==> config.mk <==
export PLATFORM = sky130hd
export DESIGN_NAME = sub_result_sat_accum
export DESIGN_NICKNAME = d
export VERILOG_FILES = /design/src/rtl/sub_result_sat_accum.sv
export SDC_FILE = /design/constraint.sdc
export NUM_CORES = 1
export LEC_CHECK = 0
export ABC_AREA = 1
export CORE_MARGIN = 3
export CORE_UTILIZATION = 40
export CTS_CLUSTER_SIZE = 40
export DETAILED_ROUTE_END_ITERATION = 10
export PLACE_DENSITY_LB_ADDON = 0.08
export SETUP_SLACK_MARGIN = 0.4
export SKIP_LAST_GASP = 1
export SYNTH_ARGS = -nofsm -noshare
export SYNTH_HDL_FRONTEND = slang
export SYNTH_SLANG_ARGS = --single-unit
==> constraint.sdc <==
create_clock -name clk -period 1.9 [get_ports clk]
set_input_delay 0.475 -clock clk [delete_from_list [all_inputs] [get_ports clk]]
set_output_delay 0.475 -clock clk [all_outputs]
set_load 0.02 [all_outputs]
==> src/rtl/sub_result_sat_accum.sv <==
`default_nettype none
// ============================================================================
// Module   : sub_result_sat_accum
// Brief    : Corrects 8-bit subtractor results using the overflow flag, then
//            sums a fixed-length frame into a saturating signed accumulator
//            and presents each frame total on a valid/ready output.
// Revision : 1.0 - initial release
// ============================================================================
module sub_result_sat_accum #(
    parameter int ACC_W     = 16,
    parameter int FRAME_LEN = 4
) (
    input  logic             clk,
    input  logic             rst,
    input  logic             in_valid,
    output logic             in_ready,
    input  logic [7:0]       result,
    input  logic             overflow,
    output logic             out_valid,
    input  logic             out_ready,
    output logic [ACC_W-1:0] out_sum,
    output logic             out_sat,
    output logic [7:0]       out_ovf_cnt
);

    localparam logic       c_ACCUM = 1'b0;
    localparam logic       c_HOLD  = 1'b1;
    localparam logic [7:0] c_LAST  = 8'(FRAME_LEN - 1);
    localparam logic [ACC_W-1:0] c_MAX = {1'b0, {(ACC_W-1){1'b1}}};
    localparam logic [ACC_W-1:0] c_MIN = {1'b1, {(ACC_W-1){1'b0}}};

    logic             r_state;
    logic [ACC_W-1:0] r_acc;
    logic             r_sat;
    logic [7:0]       r_ovf_cnt;
    logic [7:0]       r_cnt;

    logic             w_accept;
    logic [7:0]       w_sample;
    logic [ACC_W:0]   w_sum;
    logic [ACC_W-1:0] w_acc_next;
    logic             w_clamp;

    assign w_accept = in_valid && (r_state == c_ACCUM);

    // A wrapped difference with overflow set has the opposite sign of the true value
    always_comb begin
        w_sample = result;
        if (overflow) begin
            w_sample = result[7] ? 8'h7F : 8'h80;
        end
    end

    assign w_sum = {r_acc[ACC_W-1], r_acc} + {{(ACC_W-7){w_sample[7]}}, w_sample};

    always_comb begin
        w_acc_next = w_sum[ACC_W-1:0];
        w_clamp    = 1'b0;
        if (w_sum[ACC_W] != w_sum[ACC_W-1]) begin
            w_clamp    = 1'b1;
            w_acc_next = w_sum[ACC_W] ? c_MIN : c_MAX;
        end
    end

    always_ff @(posedge clk or posedge rst) begin
        if (rst) begin
            r_state   <= c_ACCUM;
            r_acc     <= '0;
            r_sat     <= 1'b0;
            r_ovf_cnt <= '0;
            r_cnt     <= '0;
        end else if (r_state == c_HOLD) begin
            if (out_ready) begin
                r_state   <= c_ACCUM;
                r_acc     <= '0;
                r_sat     <= 1'b0;
                r_ovf_cnt <= '0;
                r_cnt     <= '0;
            end
        end else if (w_accept) begin
            r_acc     <= w_acc_next;
            r_sat     <= r_sat | w_clamp;
            r_ovf_cnt <= r_ovf_cnt + {7'd0, overflow};
            r_cnt     <= r_cnt + 8'd1;
            if (r_cnt == c_LAST) begin
                r_state <= c_HOLD;
            end
        end
    end

    // Outputs come straight from state; out_sum is the running total in ACCUM
    assign in_ready    = (r_state == c_ACCUM) && !rst;
    assign out_valid   = (r_state == c_HOLD);
    assign out_sum     = r_acc;
    assign out_sat     = r_sat;
    assign out_ovf_cnt = r_ovf_cnt;

endmodule
`default_nettype wire
==> summary.md, run 1 <==
| Metric | Value |
|---|---|
| Run status | `finished with violations` |
| Failing checks | `negative setup slack` |
| Worst skew pair latency | `about 300 ps` |
| Worst Path Arrival | `2680 ps` |
| Ys async rst share | `1.00` |
| Gr usage total | `0.223` |
| Final GP Congestion | `0.879` |
| Initial antenna violation count | `0` |
| Total of max-cap violations | `0` |
| Largest net degree at the start of global routing | `25` |
| Sw Share | `0.465` |
| Int Power | `0.00456 W` |
| Fillcell total | `around 480` |
| Antenna Nets Post-Route | `0` |
| Reg2Reg Depth | `15` |
| Sink Count | `34` |
| Setup TNS | `-9710 ps` |
| # H-tree levels | `2` |
| Clock Root Buffer | `clkbuf_8` |
| Reg2Reg Launch Point | `out_sum[0]$_DFFE_PP0P_` |
| Fmax achieved | `approximately 400 MHz` |
| Initial Utilization | `0.425` |
| Die height | `~86 um` |
| Cell variety after synth | `33` |
| Instance count on the critical path | `18` |
| Worst Setup Slack, final | `-594 ps` |
| Pleak | `2.35 nW` |
| Hold violation count in the final report | `0` |
| CP max FO | `7` |
| Slew @ Worst Pin | `~380 ps` |
| Most used cell, CP | `nand2_2` |
| Critical Path End | `out_sum[0]$_DFFE_PP0P_` |
| DPL Wire Length | `around 5.6 mm` |
| CTS Hold Buffers Added | `0` |
| Delay-heaviest family, CP | `buffers and inverters` |
| Cells after DPL | `between 500 and 600` |
| Reg2Reg Setup Slack | `-330 ps` |
| Buffers & Inverters on Critical Path | `7` |
| Max IR drop VDD | `about 1.0 mV` |
| Flops & latches, synth | `34` |
| Crit. End Element | `flip-flop` |
| RSZ-0062 raised after global routing | `yes` |
| Clock group share of total power | `0.087` |
| Ys flop type | `dfrtp_1` |
| Pre-Repair DR Iteration Count | `8` |
| Placed cell area | `between 3000 and 4000 um^2` |
| Ant diodes | `0` |
| Crit path time final | `between 2000 and 2500 ps` |
| Non-filler cells in the finished layout | `between 500 and 600` |
| Sw Pwr | `roughly 0.0040 W` |
| Comb pwr share | `0.751` |
| Die area | `approximately 7500 um^2` |
| Vias in the first global route | `approximately 2900` |
| Share of post-route cells with drive strength above 1 | `0.460` |
| First-pass GRT wire length | `between 10 and 15 mm` |
| Vias | `around 3000` |
| Core Util, Final | `0.730` |
| Syn Area/Cell | `6.91 um^2` |
| Clock Skew | `11.6 ps` |
| Synth warnings | `0` |
| Final nets | `547` |
| Crit path cell chain | `buf_6 -> buf_6 -> xor2_4 -> buf_12 -> buf_16 -> ha_4 -> nand2_2 -> buf_4 -> nor3_2 -> nand2_2 -> nand2_2 -> nand2_1 -> nand2_2 -> a21oi_4 -> buf_12 -> buf_16 -> nand2_2 -> nand2_1` |
| CP max stage delay | `290 ps` |
| Die X | `86.5 um` |
| Clock transition at path regs | `about 90 ps` |
| Netlist Area Pre-Place | `about 2600 um^2` |
| CTS Buffer Depth | `2` |
| Gr ovfl total | `0` |
| Post-Syn Instances | `375` |
| Routed wire length | `~9 mm` |
| Post-DR wirelength/cell | `15.1 um` |
| Fin crit share | `1.31` |
| Worst min path class | `in -> async` |
| Tot Pwr | `approximately 0.0085 W` |
| I/O Pins | `40` |
| Core area | `6100 um^2` |
| CTS tree | `done` |
| Rel. slew slack | `0.743` |
| Startpoint Class | `input port` |
| Power per standard cell area | `around 1900 nW/um^2` |
| Kind of critical path | `in -> reg` |
| Final Max Tran Viols | `0` |
| Sequential power share | `0.162` |
| IO buf count | `39` |
| Row cnt | `28` |
| DRC | `0` |
| Critical path required time | `approximately 2100 ps` |
| Vias per Instance | `between 5 and 6` |
| Register area share after synthesis | `0.328` |
| Reg2reg end | `out_sum[11]$_DFFE_PP0P_` |
| 1st-iter DRT viols | `between 200 and 250` |
| Finished layout cell area | `4450 um^2` |
| Post-synth EDFFs | `0` |
| Synth Net Count | `408` |
| Synthesis-to-layout area growth | `71.8%` |
| CP Launch Point | `overflow` |
| Slowest cell on crit path | `ha_4` |
| # setup viols final | `17` |
| Total CTS buffers | `5` |
## metal layers
metal | up-vias | part of all wire | global-route usage
met5 | - | 0 | 0
met4 | 0 | 0.029 | 0.0595
met3 | 29 | 0.050 | 0.0390
met2 | 96 | 0.49 | 0.373
met1 | 1421 | 0.43 | 0.297
li1 | 1492 | - | -
## cells in the mapped netlist (5+ instances only)
cell | n | area (um^2)
nand4_1 | 5 | 31.3
nand3_1 | 33 | 165
nand2_1 | 142 | 533
a21oi_1 | 15 | 75.1
ha_1 | 19 | 238
nand2_2 | 5 | 31.3
dfrtp_1 | 34 | 851
inv_1 | 45 | 169
nor3_1 | 5 | 25.0
o21ai_0 | 14 | 70.1
clkbuf_1 | 5 | 18.8
nor2_1 | 14 | 52.6
xnor2_1 | 7 | 61.3
## cell families after synthesis
group	Yosys count	share of synthesized area
buffers and inverters	56	0.0884
XOR/XNOR	9	0.0304
AND/OR/NAND/NOR	211	0.345
flip-flops	34	0.328
AO/OA/AOI/OAI	45	0.108
adder cells (fa/ha/maj)	20	0.0995
## flip-flops by register name, indices dropped and copies added, names as in the netlist
signal	count
out_sum	16
out_ovf_cnt	8
r_cnt	8
out_sat	1
out_valid	1
## layout make-up
type	instances	area (um^2)	area share
Multi-Input combinational cell	285	1980	0.444
Timing Repair Buffer	140	1230	0.276
Sequential cell	34	856	0.192
Inverter	48	180	0.0405
Tap cell	75	93.8	0.0211
Clock buffer	7	86.3	0.0194
Clock inverter	1	30.0	0.00675
## worst reg2reg max path, stage by stage (launching register included)
cell,delay [ps]
dfrtp_1,410
ha_2,210
fa_2,370
nand2_2,80
nand2_2,80
nand3_2,80
nand2_2,70
nand2_4,110
nand2_4,70
nand2_4,70
nand2_4,70
a21oi_4,180
buf_6,140
buf_12,130
nand2_2,50
nand2_1,50
## timing repair
item / in CTS / in global routing
setup endpoints to repair: 55 / 36
setup buffers: 9 / 17
pin swaps: 29 / 39
gates cloned: 2 / 0
gates resized for setup: 153 / 87
## per-stage QoR
stage               hold slack [ps]  worst slack [ps]
global route                    487              -680
detailed placement              458             -1170
floorplan                       435              -461
CTS                             473              -549
global placement                464             -1120
finish                          466              -594
## cell usage in the layout, fill, tap and decap left out, drive strengths merged, types with 12 or more instances in the layout
cell type	n
inv	48
ha	19
buf	118
o21ai	14
nand2	148
nor2	14
clkbuf	12
a21oi	20
nand3	33
dfrtp	34
## power groups by stage
stage	logic, W	clock network, W	registers [W]
after floorplan	0.00257	0	0.00158
after detailed placement	0.00497	0	0.00133
after global placement	0.00490	0	0.00132
final	0.00640	0.000742	0.00138
after global routing	0.00695	0.000780	0.00141
after CTS	0.00543	0.000746	0.00134
## worst min-delay path by stage
stage / startpoint / end / slack [ps] / cells past startpoint
finish: rst / out_sum[6]$_DFFE_PP0P_ / 470 / 4
CTS: rst / out_sum[6]$_DFFE_PP0P_ / 470 / 4
floorplan: r_cnt[7]$_DFFE_PP0P_ / r_cnt[7]$_DFFE_PP0P_ / 440 / 1
global placement: r_cnt[7]$_DFFE_PP0P_ / r_cnt[7]$_DFFE_PP0P_ / 460 / 1
global route: rst / out_sum[6]$_DFFE_PP0P_ / 490 / 4
detailed placement: r_cnt[7]$_DFFE_PP0P_ / r_cnt[7]$_DFFE_PP0P_ / 460 / 1
Power figures use the tool's default switching activity.
==> run 2, diff against run 1 <==
--- a/config.mk
+++ b/config.mk
@@ -7,10 +7,10 @@
 export LEC_CHECK = 0
 export ABC_AREA = 1
 export CORE_MARGIN = 3
-export CORE_UTILIZATION = 40
+export CORE_UTILIZATION = 23
 export CTS_CLUSTER_SIZE = 40
 export DETAILED_ROUTE_END_ITERATION = 10
-export PLACE_DENSITY_LB_ADDON = 0.08
+export PLACE_DENSITY = 0.44
 export SETUP_SLACK_MARGIN = 0.4
 export SKIP_LAST_GASP = 1
 export SYNTH_ARGS = -nofsm -noshare
==> run 2 against run 1 <==
The flow still finishes with violations (negative setup slack). Non-clock buffer count down 1. Clock skew shrank 7.5 ps. Critical endpoint is now out_sum[6]$_DFFE_PP0P_. Count of clock-buffer cells in the layout down 1. Combinational power up 9.4%. Total power increased by 8.3%. Register-to-register slack better by 90 ps. Critical path type unchanged. Core utilization shrank 30 points. Sequential share of layout area fell by 1.2 points.
==> summary.md, run 2 (same netlist as run 1, synthesis figures left out) <==
| Metric | Value |
|---|---|
| Run status | `finished with violations (unchanged)` |
| Failing checks | `negative setup slack (unchanged)` |
| First-pass GRT wire length | `14.7 mm (was 13.3 mm)` |
| Sink Count | `34 (unchanged)` |
| Clock Skew | `4.13 ps (was 11.6 ps)` |
| Hold violation count in the final report | `0 (unchanged)` |
| # H-tree levels | `2 (unchanged)` |
| Delay-heaviest family, CP | `buffers and inverters (unchanged)` |
| Fin crit share | `1.25 (was 1.31)` |
| Die X | `112 um (was 86.5 um)` |
| Crit path cell chain | `buf_8 -> buf_12 -> xor2_4 -> buf_12 -> ha_4 -> nand2_4 -> buf_6 -> nor3_4 -> nand2_2 -> nand2_2 -> nand2_2 -> nand2_4 -> a21oi_4 -> buf_6 -> buf_16 -> nand2_2 -> nand2_1 (was buf_6 -> buf_6 -> xor2_4 -> buf_12 -> buf_16 -> ha_4 -> nand2_2 -> buf_4 -> nor3_2 -> nand2_2 -> nand2_2 -> nand2_1 -> nand2_2 -> a21oi_4 -> buf_12 -> buf_16 -> nand2_2 -> nand2_1)` |
| Largest net degree at the start of global routing | `35 (was 25)` |
| Initial antenna violation count | `0 (unchanged)` |
| Final GP Congestion | `0.808 (was 0.879)` |
| Die area | `12600 um^2 (was 7480 um^2)` |
| Core area | `10900 um^2 (was 6100 um^2)` |
| Worst skew pair latency | `280 ps (was 300 ps)` |
| 1st-iter DRT viols | `120 (was 211)` |
| Clock transition at path regs | `60 ps (was 90 ps)` |
| Slew @ Worst Pin | `300 ps (was 382 ps)` |
| I/O Pins | `40 (unchanged)` |
| CTS Hold Buffers Added | `0 (unchanged)` |
| CTS Buffer Depth | `2 (unchanged)` |
| CP max FO | `8 (was 7)` |
| Most used cell, CP | `nand2_2 (unchanged)` |
| Worst min path class | `in -> async (unchanged)` |
| Crit. End Element | `flip-flop (unchanged)` |
| Slowest cell on crit path | `ha_4 (unchanged)` |
| Routed wire length | `9.00 mm (was 8.91 mm)` |
| Initial Utilization | `0.237 (was 0.425)` |
| CP max stage delay | `300 ps (was 290 ps)` |
| Pre-Repair DR Iteration Count | `4 (was 8)` |
| DPL Wire Length | `5.82 mm (was 5.57 mm)` |
| Vias per Instance | `4.53 (was 5.15)` |
| Total of max-cap violations | `0 (unchanged)` |
| Final Max Tran Viols | `0 (unchanged)` |
| Startpoint Class | `input port (unchanged)` |
| Worst Setup Slack, final | `-478 ps (was -594 ps)` |
| Most frequent cells in the layout | `91 x nand2_1, 77 x buf_4, 43 x nand2_2 (was 98 x nand2_1, 83 x buf_4, 41 x inv_1)` |
| Antenna Nets Post-Route | `0 (unchanged)` |
| Final nets | `547 (unchanged)` |
| Ant diodes | `0 (unchanged)` |
| CTS tree | `done (unchanged)` |
| Share of post-route cells with drive strength above 1 | `0.482 (was 0.460)` |
| Worst Path Arrival | `2550 ps (was 2680 ps)` |
| Total CTS buffers | `5 (unchanged)` |
| Power per standard cell area | `1950 nW/um^2 (was 1920 nW/um^2)` |
| Die height | `112 um (was 86.5 um)` |
| # setup viols final | `17 (unchanged)` |
| Gr usage total | `0.145 (was 0.223)` |
| Post-DR wirelength/cell | `13.7 um (was 15.1 um)` |
| Clock Root Buffer | `clkbuf_16 (was clkbuf_8)` |
| Commonest non-fill, non-tap cell in the layout | `nand2_1 (unchanged)` |
| Pleak | `2.45 nW (was 2.35 nW)` |
| DP Worst Slack | `-1270 ps (was -1170 ps)` |
| Setup TNS | `-7450 ps (was -9710 ps)` |
| Synthesis-to-layout area growth | `82.2% (was 71.8%)` |
| Crit path time final | `2380 ps (was 2490 ps)` |
| Critical path required time | `2080 ps (was 2090 ps)` |
| Gr ovfl total | `0 (unchanged)` |
| Buffers & Inverters on Critical Path | `6 (was 7)` |
| Kind of critical path | `in -> reg (unchanged)` |
| RSZ-0062 raised after global routing | `yes (unchanged)` |
| Number of flip-flops in the largest register | `16 (unchanged)` |
| Tot Pwr | `0.00923 W (was 0.00852 W)` |
| Rel. slew slack | `0.798 (was 0.743)` |
| Fillcell total | `1059 (was 476)` |
| IO buf count | `39 (unchanged)` |
| DRC | `0 (unchanged)` |
| Vias in the first global route | `2995 (was 2879)` |
| Vias | `2967 (was 3038)` |
| Row cnt | `38 (was 28)` |
| Fmax achieved | `421 MHz (was 401 MHz)` |
| Max IR drop VDD | `0.563 mV (was 1.04 mV)` |
==> run 2: changes by cell type in the layout (fill, tap and decap cells not counted), moves of 3 or more <==
cell	previous run	this run
buf_12	6	9
buf_4	83	77
clkbuf_16	0	5
clkbuf_8	6	1
clkdlybuf4s50_1	6	1
dlygate4sd2_1	4	7
nand2_1	98	91
nand2_2	38	43
nand3_1	27	23
nand3_2	4	10
nor2_4	3	0
o21ai_2	7	4
==> run 2: cell type report <==
cell class	instances	area, um^2	area share
tap	140	175	0.0371
inverter	48	189	0.0400
clock inverter	2	12.5	0.00265
clock buffer	6	139	0.0294
multi-input combinational	286	2040	0.433
timing repair buffer	139	1310	0.277
sequential	34	853	0.181
==> run 2: worst paths after layout <==
| path | from | to | slack (ps) | depth (start not counted) |
|---|---|---|---|---|
| worst max register to register | out_sum[5]$_DFFE_PP0P_ | out_sum[6]$_DFFE_PP0P_ | -240 | 15 |
| max in group asynchronous | rst | out_ovf_cnt[3]$_DFFE_PP0P_ | 1320 | 3 |
| worst min-delay path | rst | out_sum[15]$_DFFE_PP0P_ | 390 | 3 |
| worst max-delay path | overflow | out_sum[6]$_DFFE_PP0P_ | -480 | 17 |
| worst min register to register | r_cnt[7]$_DFFE_PP0P_ | r_cnt[7]$_DFFE_PP0P_ | 480 | 1 |
| min in group clk | out_ready | out_valid$_DFF_PP0_ | 460 | 2 |
==> run 2: tightest hold or removal path: stages <==
cell and delay, ps:
dlygate4sd2_1 240, inv_1 90, buf_12 230
==> run 2: metrics by stage <==
| step | util | std cells | hold WS [ps] | area [um^2] |
|---|---|---|---|---|
| CTS | 0.406 | 648 | 402 | 4440 |
| global route | 0.432 | 655 | 424 | 4720 |
| global placement | 0.341 | 615 | 457 | 3730 |
| floorplan | - | 375 | 435 | 2640 |
| detailed placement | 0.341 | 615 | 460 | 3730 |
| finish | 0.432 | 655 | 389 | 4720 |
==> run 2: routing by layer <==
metal	share of wire	global-route usage	vias to the layer above
met5	0	0	-
met4	0.017	0.0417	0
met3	0.029	0.0264	11
met2	0.51	0.251	37
met1	0.44	0.183	1417
li1	-	-	1502
==> run 2: timing repair <==
action / CTS / global route
resized for setup: 196 / 72
buffers inserted: 21 / 7
pin swaps: 57 / 26
endpoints found under the setup margin: 56 / 41
gates cloned: 4 / 0
==> run 2: report_power, final <==
group	internal [W]	switching, W
registers	0.00105	0.000334
logic	0.00350	0.00350
clock network	0.000520	0.000334
total	0.00507	0.00416
==> run 3, diff against run 2 <==
--- a/config.mk
+++ b/config.mk
@@ -10,7 +10,7 @@
 export CORE_UTILIZATION = 23
 export CTS_CLUSTER_SIZE = 40
 export DETAILED_ROUTE_END_ITERATION = 10
-export PLACE_DENSITY = 0.44
+export PLACE_DENSITY = 0.43
 export SETUP_SLACK_MARGIN = 0.4
 export SKIP_LAST_GASP = 1
 export SYNTH_ARGS = -nofsm -noshare
==> constraint.sdc (replaced) <==
create_clock -name clk -period 2.85 [get_ports clk]
set_input_delay 0.7125 -clock clk [delete_from_list [all_inputs] [get_ports clk]]
set_output_delay 0.7125 -clock clk [all_outputs]
set_load 0.02 [all_outputs]
==> run 3 against run 2 <==
The run now ends clean. Core utilization decreased by 0.92 points. Routed wire length decreased by 2.0%. Via count decreased by 3.6%. Setup slack improved by 640 ps. Total power decreased by 32%. Global-route usage decreased by 0.38 points. Final cell count decreased by 2.7%. Sequential share of layout area increased by 0.34 points. Clock power decreased by 14%. Register-to-register slack improved by 930 ps.
==> summary.md, run 3 (same netlist as run 1, synthesis figures left out) <==
| Metric | Value |
|---|---|
| DPL Wire Length | `5.71 mm (was 5.82 mm)` |
| Multi-input gate area | `2060 um^2 (was 2040 um^2)` |
| CP Launch Point | `overflow (unchanged)` |
| I/O Pins | `40 (unchanged)` |
| Clock Skew | `7.16 ps (was 4.13 ps)` |
| Most frequent cells in the layout | `89 x nand2_1, 63 x buf_4, 42 x inv_1 (was 91 x nand2_1, 77 x buf_4, 43 x nand2_2)` |
| First-pass GRT wire length | `14.5 mm (was 14.7 mm)` |
| Die X | `112 um (unchanged)` |
| Ant diodes | `0 (unchanged)` |
| Antenna Nets Post-Route | `0 (unchanged)` |
| Share of post-route cells with drive strength above 1 | `0.390 (was 0.482)` |
| Vias in the first global route | `2908 (was 2995)` |
| Reg2reg end | `out_sum[2]$_DFFE_PP0P_ (was out_sum[6]$_DFFE_PP0P_)` |
| Final Max Tran Viols | `0 (unchanged)` |
| Worst min path class | `reg -> reg (was in -> async)` |
| Die height | `112 um (unchanged)` |
| Routed wire length | `8.82 mm (was 9.00 mm)` |
| Vias per Instance | `4.49 (was 4.53)` |
| Fin crit share | `0.943` |
| Row cnt | `38 (unchanged)` |
| Total CTS buffers | `5 (unchanged)` |
| Worst skew pair latency | `280 ps (about the same)` |
| Core Util, Final | `0.423 (was 0.432)` |
| Run status | `finished, final reports clean (was finished with violations)` |
| Power per standard cell area | `1360 nW/um^2 (was 1950 nW/um^2)` |
| Pleak | `2.32 nW (was 2.45 nW)` |
| Critical Path End | `out_sum[2]$_DFFE_PP0P_ (was out_sum[6]$_DFFE_PP0P_)` |
| Slew @ Worst Pin | `486 ps (was 300 ps)` |
| Gr usage total | `0.141 (was 0.145)` |
| Commonest non-fill, non-tap cell in the layout | `nand2_1 (unchanged)` |
| CP max FO | `8 (unchanged)` |
| Startpoint Class | `input port (unchanged)` |
| Vias | `2861 (was 2967)` |
| Reg2Reg Depth | `15 (unchanged)` |
| DRC | `0 (unchanged)` |
| Critical path required time | `3070 ps (was 2080 ps)` |
| IO buf count | `39 (unchanged)` |
| Register area | `851 um^2 (was 853 um^2)` |
| Sink Count | `34 (unchanged)` |
| Fillcell total | `1100 (was 1059)` |
| # H-tree levels | `2 (unchanged)` |
| Total of max-cap violations | `0 (unchanged)` |
| Crit path time final | `around 2700 ps` |
| # setup viols final | `0 (was 17)` |
| RSZ-0062 raised after global routing | `yes (unchanged)` |
| Worst Path Arrival | `2910 ps (was 2550 ps)` |
| Largest net degree at the start of global routing | `35 (unchanged)` |
| Number of flip-flops in the largest register | `16 (unchanged)` |
| Clock Root Buffer | `clkbuf_16 (unchanged)` |
| Reg2Reg Launch Point | `out_sum[0]$_DFFE_PP0P_ (was out_sum[5]$_DFFE_PP0P_)` |
| Rel. slew slack | `0.676 (was 0.798)` |
| Hold path depth | `1` |
| Core area | `10900 um^2 (unchanged)` |
| CTS tree | `done (unchanged)` |
| Initial antenna violation count | `0 (unchanged)` |
| CTS Buffer Depth | `2 (unchanged)` |
| 1st-iter DRT viols | `82 (was 120)` |
| Initial Utilization | `0.237 (unchanged)` |
| Reg2Reg Setup Slack | `690 ps (was -240 ps)` |
| Max IR drop VDD | `0.462 mV (was 0.563 mV)` |
| Kind of critical path | `in -> reg (unchanged)` |
| Die area | `12600 um^2 (unchanged)` |
| Fmax achieved | `approximately 370 MHz` |
| Crit. End Element | `flip-flop (unchanged)` |
| Clock transition at path regs | `60 ps (about the same)` |
| Post-DR wirelength/cell | `13.8 um (was 13.7 um)` |
| Final GP Congestion | `0.814 (was 0.808)` |
| Synthesis-to-layout area growth | `78.4% (was 82.2%)` |
| Gr ovfl total | `0 (unchanged)` |
| Hold_ws | `469 ps (was 389 ps)` |
| Pre-Repair DR Iteration Count | `4 (unchanged)` |
| Hold violation count in the final report | `0 (unchanged)` |
| Final nets | `529 (was 547)` |
==> run 3: cell count changes in the layout (fill, tap and decap cells not counted), sizes merged <==
cell           previous run  this run
buf                     116        83
bufbuf                    2         0
bufinv                    0         2
clkbuf                   10         6
clkdlybuf4s15             7         0
clkdlybuf4s50             1        34
clkinvlp                  2         0
dlygate4sd2               7         3
dlymetal6s2s              2         0
inv                      47        48
==> run 3: final cells by class <==
class,instances,area share
Timing Repair Buffer,121,0.251
Tap cell,140,0.0379
Clock buffer,5,0.0271
Clock inverter,3,0.0149
Multi-Input combinational cell,286,0.445
Inverter,48,0.0401
Sequential cell,34,0.184
==> run 3: worst max-delay path: stages <==
cell     delay [ps]
buf_6           100
buf_12          130
xor2_4          150
buf_6           120
buf_12          140
ha_4            230
nand2_2         110
inv_1            50
nand2_1          60
nand2_1          80
a21oi_4         220
nand2_4          80
nand2_2          80
nand2_4          70
a21oi_4         190
buf_6           130
buf_12          140
nand2_2          60
nand2_2          60
==> run 3: how the worst min path moves through the flow <==
| stage | from | to | slack, ps |
|---|---|---|---|
| floorplan | r_cnt[7]$_DFFE_PP0P_ | r_cnt[7]$_DFFE_PP0P_ | 440 |
| global placement | r_cnt[7]$_DFFE_PP0P_ | r_cnt[7]$_DFFE_PP0P_ | 460 |
| detailed placement | r_cnt[7]$_DFFE_PP0P_ | r_cnt[7]$_DFFE_PP0P_ | 460 |
| CTS | r_cnt[7]$_DFFE_PP0P_ | r_cnt[7]$_DFFE_PP0P_ | 470 |
| global route | r_cnt[7]$_DFFE_PP0P_ | r_cnt[7]$_DFFE_PP0P_ | 500 |
| finish | r_cnt[7]$_DFFE_PP0P_ | r_cnt[7]$_DFFE_PP0P_ | 470 |
==> run 3: timing repair <==
| item | in CTS | in global routing |
|---|---|---|
| setup buffers | 19 | 8 |
| resized for setup | 80 | 66 |
| pin swaps | 47 | 29 |
| setup endpoints to repair | 18 | 17 |
| hold buffers | 0 | 0 |
| hold endpoints to repair | 0 | 0 |
| cloned | 3 | 1 |
==> run 3: metrics by stage <==
stage / instance area, um^2 / setup slack [ps] / power (W) / instances / setup TNS, ps
after CTS: 4270 / 194 / 0.00568 / 628 / 0
after detailed placement: 3580 / -505 / 0.00407 / 598 / -7890
after global placement: 3580 / -485 / 0.00407 / 598 / -7550
final: 4620 / 163 / 0.00630 / 637 / 0
after floorplan: 2640 / 252 / 0.00277 / 375 / 0
after global routing: 4620 / 49.3 / 0.00679 / 637 / 0
==> run 3: power by group <==
group | switching, W | total (W) | leakage (nW) | internal [W]
Combinational | 0.00232 | 0.00462 | 1.80 | 0.00230
Sequential | 0.000250 | 0.000947 | 0.418 | 0.000697
Clock | 0.000229 | 0.000732 | 0.0940 | 0.000503
==> run 3: routing by layer <==
layer	share of wire	vias to the layer above	track usage
li1	-	1460	-
met1	0.46	1346	0.190
met2	0.49	44	0.234
met3	0.029	11	0.0243
met4	0.018	0	0.0353
met5	0	-	0
